**config.mk**
```make
export PLATFORM = sky130hd
export DESIGN_NAME = uart_rx_shift
export DESIGN_NICKNAME = d
export VERILOG_FILES = /design/src/rtl/uart_rx_shift.sv
export SDC_FILE = /design/constraint.sdc
export NUM_CORES = 1
export LEC_CHECK = 0
export CORE_MARGIN = 2
export CORE_UTILIZATION = 30
export DETAILED_ROUTE_END_ITERATION = 7
export PLACE_DENSITY = 0.59
export SLEW_MARGIN = 20
export SYNTH_ARGS = -nofsm -noshare
export SYNTH_HDL_FRONTEND = slang
export SYNTH_SLANG_ARGS = --single-unit
```
**constraint.sdc**
```tcl
create_clock -name clk -period 1.5 [get_ports clk]
set_clock_uncertainty 0.15 [all_clocks]
set_input_delay 0.3 -clock clk [delete_from_list [all_inputs] [get_ports clk]]
set_output_delay 0.3 -clock clk [all_outputs]
set_load 0.01 [all_outputs]
```
**src/rtl/uart_rx_shift.sv**
```systemverilog
// Oversampling UART receiver: 8N1 framing, LSB first, mid-bit sampling driven by an external tick.
// Reports good frames via a one-cycle valid pulse and bad stop bits via a one-cycle frame_err pulse.
`timescale 1ns/1ps
module uart_rx_shift #(
    parameter int unsigned OVS         = 16,
    parameter int unsigned SYNC_STAGES = 2
) (
    input  logic       clk,
    input  logic       rst,
    input  logic       tick,
    input  logic       rx,
    output logic [7:0] data,
    output logic       valid,
    output logic       frame_err,
    output logic       busy
);

    localparam int unsigned CW = $clog2(OVS);
    localparam logic [CW-1:0] HALF_M1 = CW'(OVS / 2 - 1);
    localparam logic [CW-1:0] FULL_M1 = CW'(OVS - 1);

    typedef enum logic [2:0] {
        S_IDLE,
        S_START,
        S_DATA,
        S_STOP,
        S_BREAK
    } state_t;

    state_t                 state_q, state_d;
    logic [CW-1:0]          os_cnt_q, os_cnt_d;
    logic [2:0]             bit_idx_q, bit_idx_d;
    logic [7:0]             shift_q, shift_d;
    logic [7:0]             data_q, data_d;
    logic                   valid_q, valid_d;
    logic                   ferr_q, ferr_d;
    logic                   busy_q;
    logic [SYNC_STAGES-1:0] sync_q;
    logic                   rx_s;

    assign rx_s = sync_q[SYNC_STAGES-1];

    // Synchronizer runs every clk; idle-high reset value avoids a false start after reset.
    always_ff @(posedge clk) begin
        if (rst) begin
            sync_q <= '1;
        end else begin
            sync_q <= {sync_q[SYNC_STAGES-2:0], rx};
        end
    end

    always_comb begin
        state_d   = state_q;
        os_cnt_d  = os_cnt_q;
        bit_idx_d = bit_idx_q;
        shift_d   = shift_q;
        data_d    = data_q;
        valid_d   = 1'b0;
        ferr_d    = 1'b0;

        if (tick) begin
            unique case (state_q)
                S_IDLE: begin
                    os_cnt_d = '0;
                    if (!rx_s) begin
                        state_d = S_START;
                    end
                end
                S_START: begin
                    if (os_cnt_q == HALF_M1) begin
                        os_cnt_d  = '0;
                        bit_idx_d = '0;
                        state_d   = rx_s ? S_IDLE : S_DATA;
                    end else begin
                        os_cnt_d = os_cnt_q + CW'(1);
                    end
                end
                S_DATA: begin
                    if (os_cnt_q == FULL_M1) begin
                        shift_d   = {rx_s, shift_q[7:1]};
                        os_cnt_d  = '0;
                        bit_idx_d = bit_idx_q + 3'd1;
                        if (bit_idx_q == 3'd7) begin
                            state_d = S_STOP;
                        end
                    end else begin
                        os_cnt_d = os_cnt_q + CW'(1);
                    end
                end
                S_STOP: begin
                    if (os_cnt_q == FULL_M1) begin
                        os_cnt_d = '0;
                        if (rx_s) begin
                            data_d  = shift_q;
                            valid_d = 1'b1;
                            state_d = S_IDLE;
                        end else begin
                            ferr_d  = 1'b1;
                            state_d = S_BREAK;
                        end
                    end else begin
                        os_cnt_d = os_cnt_q + CW'(1);
                    end
                end
                S_BREAK: begin
                    os_cnt_d = '0;
                    if (rx_s) begin
                        state_d = S_IDLE;
                    end
                end
                default: begin
                    state_d  = S_IDLE;
                    os_cnt_d = '0;
                end
            endcase
        end
    end

    always_ff @(posedge clk) begin
        if (rst) begin
            state_q   <= S_IDLE;
            os_cnt_q  <= '0;
            bit_idx_q <= '0;
            shift_q   <= '0;
            data_q    <= '0;
            valid_q   <= 1'b0;
            ferr_q    <= 1'b0;
            busy_q    <= 1'b0;
        end else begin
            state_q   <= state_d;
            os_cnt_q  <= os_cnt_d;
            bit_idx_q <= bit_idx_d;
            shift_q   <= shift_d;
            data_q    <= data_d;
            valid_q   <= valid_d;
            ferr_q    <= ferr_d;
            busy_q    <= (state_d != S_IDLE);
        end
    end

    assign data      = data_q;
    assign valid     = valid_q;
    assign frame_err = ferr_q;
    assign busy      = busy_q;

endmodule

```
==> impl_metrics.ini, run 1 <==
[final_layout]
fillerInstances = 409
final_core_utilization = 0.4210
antenna_cells_inserted = 0
cell_area_after_layout_mm2 = 0.001833
post_layout_nonfiller_instances = 216
syn_to_final_growth_pct = 36.03
proportion_of_layout_cells_with_a_drive_suffix_above_1 = 0.2683
most-common-layout-cells = sky130_fd_sc_hd__dfxtp_1 (28), sky130_fd_sc_hd__nor2_1 (22), sky130_fd_sc_hd__mux2i_1 (17)
fin_nets = 170
most_common_cell_after_layout_fill_and_taps_aside = sky130_fd_sc_hd__dfxtp_1

[worst_setup_path]
crit_required_ns = 1.53
criticalPathCategory = input pin to flip-flop
r2r_end = data[0]$_SDFFE_PP0P_
worstPathArrival_ns = 1.63
crit_path_end_kind = flip-flop
reg2reg_slack_ns = -0.10
critical_path.reg2reg.startpoint = os_cnt_q[1]$_SDFFE_PP0P_
crit_path_end = data[0]$_SDFFE_PP0P_
start_kind = input pin
cp_max_fo = 9
timing.reg2reg.worst_path_depth = 6
crit_start = tick

[clock_tree]
cts_root_buf = sky130_fd_sc_hd__clkbuf_8
cts_num_sinks = 31
htree_levels = 2
clk_transition_reported_paths_ns = 0.07
clkLatencyLatePin_ns = 0.28
cts_tree = yes
cts_hold_repair.buffers = 0
clock_tree.buffer_depth = 2
cts_setup_buffers = 0
cts_made_buffers = 5

[power_and_ir_drop]
pwr_density_cell_mw_per_mm2 = 965.5
irDropWorstVdd_mv = 0.2925
leakage_uw = 0.0008281
clock_power_share = 0.481
power.share.sequential = 0.474
net-switching-power_uw = 362.3
p_int_uw = 1407
swShare = 0.2047
share_comb_of_total_power = 0.045

[logic_synthesis]
synthFlopType = sky130_fd_sc_hd__dfxtp_1
netlist_instances = 135
synth-edff-count = 0
synth_seq_area_share = 0.4605
synth.cell_area_mm2 = 0.001348
post_synth_num_cell_types = 38
syn_nets = 142
synth-async-reset-ratio = 0
synth_seq_cells = 31
yosysWarnings = 0
syn-mean-instance-area_um2 = 9.982

[sta]
timing_max_transition_violations_final = 0
slew-limit-headroom = 0.7334
clock.fmax_ghz = 0.6232
report.final.hold_viol_count = 0
setup_tns_final_ns = -0.7992
setup_slack_ns = -0.1046
final.min_clock_period_ns = 1.605
timing.final.setup_violations = 14
finalCritPeriodShare = 1.070
fin_hold_ws_ns = 0.2796
setup_repair_after_global_routing_missed_its_margin = yes
worst_pin_slew_ns = 0.3993

[floorplan]
design.die.area_mm2 = 0.005044
start_util = 0.3095
die-width_um = 71.02
design.portCount = 15
rows = 24
die_span_y_um = 71.02
placeableCoreArea_mm2 = 0.004354

[detailed_routing]
routed_via_density = 4.954
first_pass_iters = 4
dr.first_iter.drc_count = 30
detail_route.wirelength_mm = 2.882
route.detailed.wl_per_inst_um = 13.34
remaining_drc_errors = 0
drtAntennaViolNets = 0
via_count = 1070

[min_path]
hold_path.class = flip-flop to flip-flop

[placement]
place.gp.congestion = 0.8190
placed_cells_incl_taps = 208
place.detailed.hpwl_mm = 2.078
io_buffers = 14
placedInstanceArea_mm2 = 0.001677

[job]
drv.max_cap_violation_count = 0

[grt]
globalRoute.totalOverflow = 0
grt_pass1_vias = 1077
grt_max_degree = 13
global_route_wire_length_before_repair_mm = 4.878
antenna_found_initial = 0
global_route.usage.total = 0.1254

[status]
violations = setup timing
outcome = complete, but fails checks
## worst max-delay path, stage by stage
cell                              delay [ns]
sky130_fd_sc_hd__clkdlybuf4s50_1        0.51
sky130_fd_sc_hd__nand2_2                0.09
sky130_fd_sc_hd__nor4b_4                0.30
sky130_fd_sc_hd__buf_12                 0.18
sky130_fd_sc_hd__mux2i_1                0.19
sky130_fd_sc_hd__nor2_1                 0.05
## cell usage after synthesis (2+ instances only)
cell type                  instances  area share
sky130_fd_sc_hd__dfxtp_1          31        0.46
sky130_fd_sc_hd__nor3_1            3       0.011
sky130_fd_sc_hd__o211ai_1          2       0.011
sky130_fd_sc_hd__buf_2             3       0.011
sky130_fd_sc_hd__ha_1              3       0.028
sky130_fd_sc_hd__xnor2_1           2       0.013
sky130_fd_sc_hd__o21ai_1           5       0.019
sky130_fd_sc_hd__clkbuf_1          3      0.0084
sky130_fd_sc_hd__a31oi_1           2      0.0093
sky130_fd_sc_hd__nand4_1           4       0.019
sky130_fd_sc_hd__inv_1             6       0.017
sky130_fd_sc_hd__nand2_1           3      0.0084
sky130_fd_sc_hd__a21oi_1           3       0.011
sky130_fd_sc_hd__and3_1            2      0.0093
sky130_fd_sc_hd__or2_2             2      0.0093
sky130_fd_sc_hd__mux2i_1          17        0.13
sky130_fd_sc_hd__buf_4             2       0.011
sky130_fd_sc_hd__nor2_1           22       0.061
## routing by layer
metal  track usage  vias up  part of all wire
met5             0        -                 0
met4       0.06289        0             0.015
met3       0.03989        2             0.045
met2        0.2077       21              0.50
met1        0.1459      518              0.44
li1              -      529                 -
## cells by family (layout without fill, tap and decap cells)
group / after synthesis / in the layout / share of synthesized area
simple gates: 45 / 45 / 0.2006
flops: 31 / 31 / 0.4605
compound gates: 21 / 21 / 0.1096
mux: 17 / 17 / 0.1263
buf+inv: 15 / 44 / 0.05570
fa+ha+maj: 3 / 3 / 0.02786
xor+xnor: 3 / 3 / 0.01950
## through the flow
| step | setup WS (ns) | total power, uW |
|---|---|---|
| finish | -0.1046 | 1770 |
| global route | -0.2082 | 1828 |
| CTS | -0.1253 | 1780 |
| detailed placement | -0.3822 | 927.2 |
| global placement | -0.3632 | 924.8 |
| floorplan | -0.01520 | 894.8 |
## worst min path at each step
stage	depth (start not counted)	to	startpoint
final	1	sync_q[1]$_SDFF_PP1_	sync_q[0]$_SDFF_PP1_
after global routing	1	sync_q[1]$_SDFF_PP1_	sync_q[0]$_SDFF_PP1_
after CTS	1	sync_q[1]$_SDFF_PP1_	sync_q[0]$_SDFF_PP1_
after detailed placement	1	sync_q[1]$_SDFF_PP1_	sync_q[0]$_SDFF_PP1_
after global placement	1	sync_q[1]$_SDFF_PP1_	sync_q[0]$_SDFF_PP1_
after floorplan	1	sync_q[1]$_SDFF_PP1_	sync_q[0]$_SDFF_PP1_
## layout make-up
type	count	area (um^2)	share of cell area
clock inverter	2	35.03	0.01911
timing repair buffer	30	277.8	0.1515
sequential	31	624.3	0.3406
inverter	6	22.52	0.01229
tap	52	65.06	0.03549
clock buffer	6	82.58	0.04505
multi-input combinational	89	725.7	0.3959
## what timing repair did
action                                  4_1_cts  5_1_grt
resized for setup                            13       10
endpoints found under the hold margin         0        0
pin swaps                                     1        3
endpoints found under the setup margin       33       26
## sequential cells by signal (all words and copies together) (netlist names)
register / flops
data: 8
shift_q: 8
os_cnt_q: 4
bit_idx_q: 3
state_q: 3
sync_q: 2
busy: 1
frame_err: 1
valid: 1
## power groups by stage
stage	registers, uW	clock network [uW]	logic (uW)
final	838	851	80.2
after global routing	839	901	88.0
after CTS	837	872	70.4
after detailed placement	856	0	71.3
after global placement	856	0	69.1
after floorplan	854	0	40.4
Power figures use the tool's default switching activity.
==> inputs of run 2 (changes only) <==
Settings changed: PLACE_DENSITY 0.59 to 0.57.
Clock period 1.5 ns to 1.9 ns, I/O delays scaled along.
==> impl_metrics.ini, run 2 (synthesized netlist as in run 1, its figures left out) <==
[power_and_ir_drop]
leakage_uw = 0.0006838
total_power_uw = 1386
irDropWorstVdd_mv = 0.2044
pwr_density_cell_mw_per_mm2 = 823.3

[sta]
setup_tns_final_ns = 0
fin_hold_ws_ns = 0.2591
finalCritPeriodShare = 0.9223
final.min_clock_period_ns = 1.752
worst_pin_slew_ns = 0.4975
timing_max_transition_violations_final = 0
report.final.hold_viol_count = 0
slew-limit-headroom = 0.6679
clock.fmax_ghz = 0.5707
setup_repair_after_global_routing_missed_its_margin = no
timing.final.setup_violations = 0

[clock_tree]
clock_tree.buffer_depth = 2
cts_tree = yes
clk_transition_reported_paths_ns = 0.07
htree_levels = 2
cts_hold_repair.buffers = 0
cts_setup_buffers = 0
cts_root_buf = sky130_fd_sc_hd__clkbuf_8
cts_made_buffers = 5
clkLatencyLatePin_ns = 0.29
cts_num_sinks = 31

[grt]
grt_max_degree = 21
global_route_wire_length_before_repair_mm = 4.767
globalRoute.totalOverflow = 0
antenna_found_initial = 0
global_route.usage.total = 0.1216
grt_pass1_vias = 1064

[worst_setup_path]
worstPathArrival_ns = 1.78
critical_path.reg2reg.startpoint = os_cnt_q[1]$_SDFFE_PP0P_
crit_start = os_cnt_q[1]$_SDFFE_PP0P_
crit_path_end_kind = flip-flop
crit_required_ns = 1.93
start_kind = flip-flop
cp_max_fo = 9
criticalPathCategory = flip-flop to flip-flop

[final_layout]
post_layout_nonfiller_instances = 205
syn_to_final_growth_pct = 24.88
antenna_cells_inserted = 0
fin_nets = 159
most-common-layout-cells = sky130_fd_sc_hd__dfxtp_1 (29), sky130_fd_sc_hd__nor2_1 (22), sky130_fd_sc_hd__mux2i_1 (17)
proportion_of_layout_cells_with_a_drive_suffix_above_1 = 0.1634
most_common_cell_after_layout_fill_and_taps_aside = sky130_fd_sc_hd__dfxtp_1

[job]
drv.max_cap_violation_count = 0

[placement]
placed_cells_incl_taps = 197
place.gp.congestion = 0.8855
place.detailed.hpwl_mm = 1.822
io_buffers = 14

[detailed_routing]
via_count = 1025
route.detailed.wl_per_inst_um = 12.97
dr.first_iter.drc_count = 90
drtAntennaViolNets = 0
wl_met2_mm = 1.324
remaining_drc_errors = 0
routed.top_layer = met4
met1_length_mm = 1.140
routed_via_density = 5.000
first_pass_iters = 4
detail_route.wirelength_mm = 2.659
met3_length_um = 123

[floorplan]
die_span_y_um = 71.02
placeableCoreArea_mm2 = 0.004354
die-width_um = 71.02
rows = 24
start_util = 0.3095
design.die.area_mm2 = 0.005044
design.portCount = 15

[status]
outcome = complete, no violations

[min_path]
hold_path.class = flip-flop to flip-flop
hold_start = sync_q[0]$_SDFF_PP1_
==> run 2: cell count changes in the layout (fill, tap and decap cells not counted), sizes merged <==
cell,previous run,this run
buf,16,5
clkdlybuf4s50,2,14
dlygate4sd2,11,0
dlymetal6s2s,1,0
==> run 2: worst paths after layout <==
path	endpoint	slack (ns)	cells past startpoint
min reg2reg	sync_q[1]$_SDFF_PP1_	0.26	1
min	sync_q[1]$_SDFF_PP1_	0.26	1
max	data[0]$_SDFFE_PP0P_	0.15	6
max reg2reg	data[0]$_SDFFE_PP0P_	0.15	6
==> run 2: report_power, final <==
group          leakage, uW  internal (uW)  switching [uW]
clock            0.0000612            424             251
sequential        0.000251            656            7.14
combinational     0.000371           22.8            25.3
==> run 2: layout make-up <==
cell class | count | area (um^2)
Tap cell | 52 | 65.06
Sequential cell | 31 | 623.1
Clock inverter | 2 | 35.03
Clock buffer | 6 | 82.58
Timing Repair Buffer | 19 | 190.2
Fill cell | 430 | 2671
Multi-Input combinational cell | 89 | 664.4
Inverter | 6 | 22.52
==> run 2: what timing repair did <==
| item | CTS | global route |
|---|---|---|
| endpoints found under the setup margin | 0 | 8 |
| resized for setup | 0 | 4 |
| endpoints found under the hold margin | 0 | 0 |
==> run 2: critical path, cell delays in order (launching register included) <==
cell and delay, ns:
sky130_fd_sc_hd__dfxtp_1 0.39, sky130_fd_sc_hd__ha_4 0.18, sky130_fd_sc_hd__nand4_2 0.15, sky130_fd_sc_hd__nor4b_4 0.34, sky130_fd_sc_hd__buf_12 0.18, sky130_fd_sc_hd__mux2i_1 0.19
sky130_fd_sc_hd__nor2_1 0.05
==> run 2: stage by stage <==
stage	utilization	worst slack, ns	instance area (um^2)
5_1_grt	0.3865	0.01007	1683
3_5_place_dp	0.3560	-0.07243	1550
6_report	0.3865	0.1477	1683
4_1_cts	0.3830	0.08293	1668
2_1_floorplan	-	0.2642	1348
3_3_place_gp	0.3560	-0.05909	1550
==> run 2: routing by layer <==
layer / vias up / track usage
met4: 0 / 0.07338
li1: 505 / -
met3: 6 / 0.03846
met1: 493 / 0.1342
met2: 21 / 0.2035
met5: - / 0
==> inputs of run 3 (changes only) <==
Settings changed: CTS_BUF_LIST set to sky130_fd_sc_hd__clkbuf_8.
==> results of run 3 <==
Same layout as run 2: the final DEF is identical, and so are final timing and power.
==> RTL change, RTL diff (config.mk and constraints of run 2) <==
Register the inputs `tick` and `rx` before use. The logic sees them one clock later.
--- a/src/rtl/uart_rx_shift.sv
+++ b/src/rtl/uart_rx_shift.sv
@@ -29,2 +29,10 @@
 
+    logic tick_q;
+    logic rx_q;
+
+    always_ff @(posedge clk) begin
+        tick_q <= tick;
+        rx_q   <= rx;
+    end
+
     state_t                 state_q, state_d;
@@ -47,3 +55,3 @@
         end else begin
-            sync_q <= {sync_q[SYNC_STAGES-2:0], rx};
+            sync_q <= {sync_q[SYNC_STAGES-2:0], rx_q};
         end
@@ -60,3 +68,3 @@
 
-        if (tick) begin
+        if (tick_q) begin
             unique case (state_q)
Behaviour: not the same (Yosys sat finds a counterexample within 4 cycles, from zero or initial values and one cycle with rst high).
==> RTL change against run 2 <==
- wire length fell by 1.5%
- final area rose by 5.3%
- clock power decreased by 8.6%
- global-route usage is 1.1 points lower
- critical path type unchanged
- sequential power increased by 6.0%
- sequential share of layout area up 0.26 points
- worst setup slack got worse by 0.013 ns
- sequential cell count increased by 2
- power decreased by 1.4%
- highest routed layer unchanged
- synthesized area increased by 6.3%
==> RTL change: results (changes against run 2) <==
Clock transition at path regs=0.06 ns; Antenna diodes=0 (unchanged); register area share after synthesis=46.1% (+0.060 points); TritonCTS buffer count=5 (unchanged); fraction of layout cells with a size suffix above 1=16.0% (-0.29 points); Leak Pwr=0.739 nW (+8.1%); outcome=complete, no violations; Via Count=1,075 (+4.9%); final worst setup slack=0.135 ns (-0.0127 ns); top post-synthesis cells by count=33 x dfxtp_1, 20 x nor2_1, 16 x mux2i_1, 9 x a21oi_1, 5 x nand2_1; Synth Area in Adders=2.62% (-0.17 points); Worst path max stage delay=0.52 ns (+0.13 ns); DRT Pass-1 Iters=4 (unchanged); largest net degree at the start of global routing=18 (-14%); port bufs=14 (unchanged); placed instance count=209 (+6.1%); post-synthesis xor/xnor area fraction=0.611% (-1.3 points); pre-CTS setup slack=-0.00503 ns (+0.0674 ns); Synth Area per Inst=10.1 um^2 (+1.1%); post-synthesis compound-gate area fraction=14.2% (+3.3 points); Async S/R FF share, synth=0% (unchanged); CP max stage cell=dfxtp_1; routability cong.=0.736 (-17%); DP HPWL=1890 um (+3.7%); critical path arrival=1.77 ns; post-synth cell types=39 (+2.6%); clk root buf=clkbuf_8; Final #Nets=169 (+6.3%); routed len/inst=12.1 um (-6.5%); worst-skew pair later-pin latency=0.28 ns; mux cell area share after synthesis=11.2% (-1.4 points); initial antenna violation count=0 (unchanged); clk buf depth=2 (unchanged); post-DR vias/cell=4.98 (-0.46%); Hold WC Path Type=flop to flop; hold depth=1 (unchanged); peak fanout along the critical path=7 (-2); global-route usage over all layers=11.1% (-1.1 points); ranking of synthesized cells by area=dfxtp_1 46%, mux2i_1 11%, nor2_1 5.2%, a21oi_1 3.1%, ha_1 2.6%; DRT iter0 DRCs=56 (-38%); first-pass GRT wire length=4620 um (-3.0%); yosys warns=0 (unchanged); Fill cells=456 (+6.0%); H-tree levels=2 (unchanged); slew margin rel.=73.7% (+6.9 points); Peak supply drop=471 uV (+130%); post-synth net total=149 (+4.9%); placed inst area=1660 um^2 (+6.8%); r2r worst-path depth=5 (-1)
RTL change: worst paths after layout:
kind	start	endpoint	slack, ns
max reg2reg	state_q[2]$_SDFF_PP0_	busy$_SDFF_PP0_	0.13
min reg2reg	rx_q$_DFF_P_	sync_q[0]$_SDFF_PP1_	0.27
min	rx_q$_DFF_P_	sync_q[0]$_SDFF_PP1_	0.27
max	state_q[2]$_SDFF_PP0_	busy$_SDFF_PP0_	0.13
RTL change: what timing repair did:
action	4_1_cts	5_1_grt
resized for setup	0	2
setup buffers	0	0
endpoints found under the setup margin	0	9
endpoints found under the hold margin	0	0
RTL change: metal layers:
layer	routed length [um]	share of wire, %	GRT usage (%)	vias to the layer above
met5	0	0	0	-
met4	45	1.7	5.14	0
met3	124	4.7	3.73	7
met2	1210	46	18.0	20
met1	1240	47	13.1	501
li1	-	-	-	547
RTL change: report_power, final:
part,switching (mW),internal [mW]
clock,0.235,0.381
sequential,0.00565,0.698
combinational,0.0251,0.0217
RTL change: logic make-up (layout without fill, tap and decap cells):
family | Yosys count | in the layout
and+or+nand+nor | 51 | 51
xor gates and xnor gates | 1 | 1
AOI/OAI and AO/OA | 27 | 27
DFF | 33 | 33
adders and majority gates | 3 | 3
buffers and inverters | 11 | 31
muxes | 16 | 16
RTL change: layout make-up:
cell class                      count  area (um^2)  share of cell area (%)
Clock buffer                        5         68.8                    3.88
Clock inverter                      2         35.0                    1.98
Inverter                            1         3.75                   0.212
Multi-Input combinational cell     98          716                    40.4
Sequential cell                    33          661                    37.3
Tap cell                           54         67.6                    3.81
Timing Repair Buffer               23          220                    12.4
RTL change: critical path, delay by kind of cell (launching register included):
kind	cells	cell delay, ns
AOI/OAI and AO/OA	2	0.31
buffers and inverters	1	0.16
DFF	1	0.52
and+or+nand+nor	2	0.51
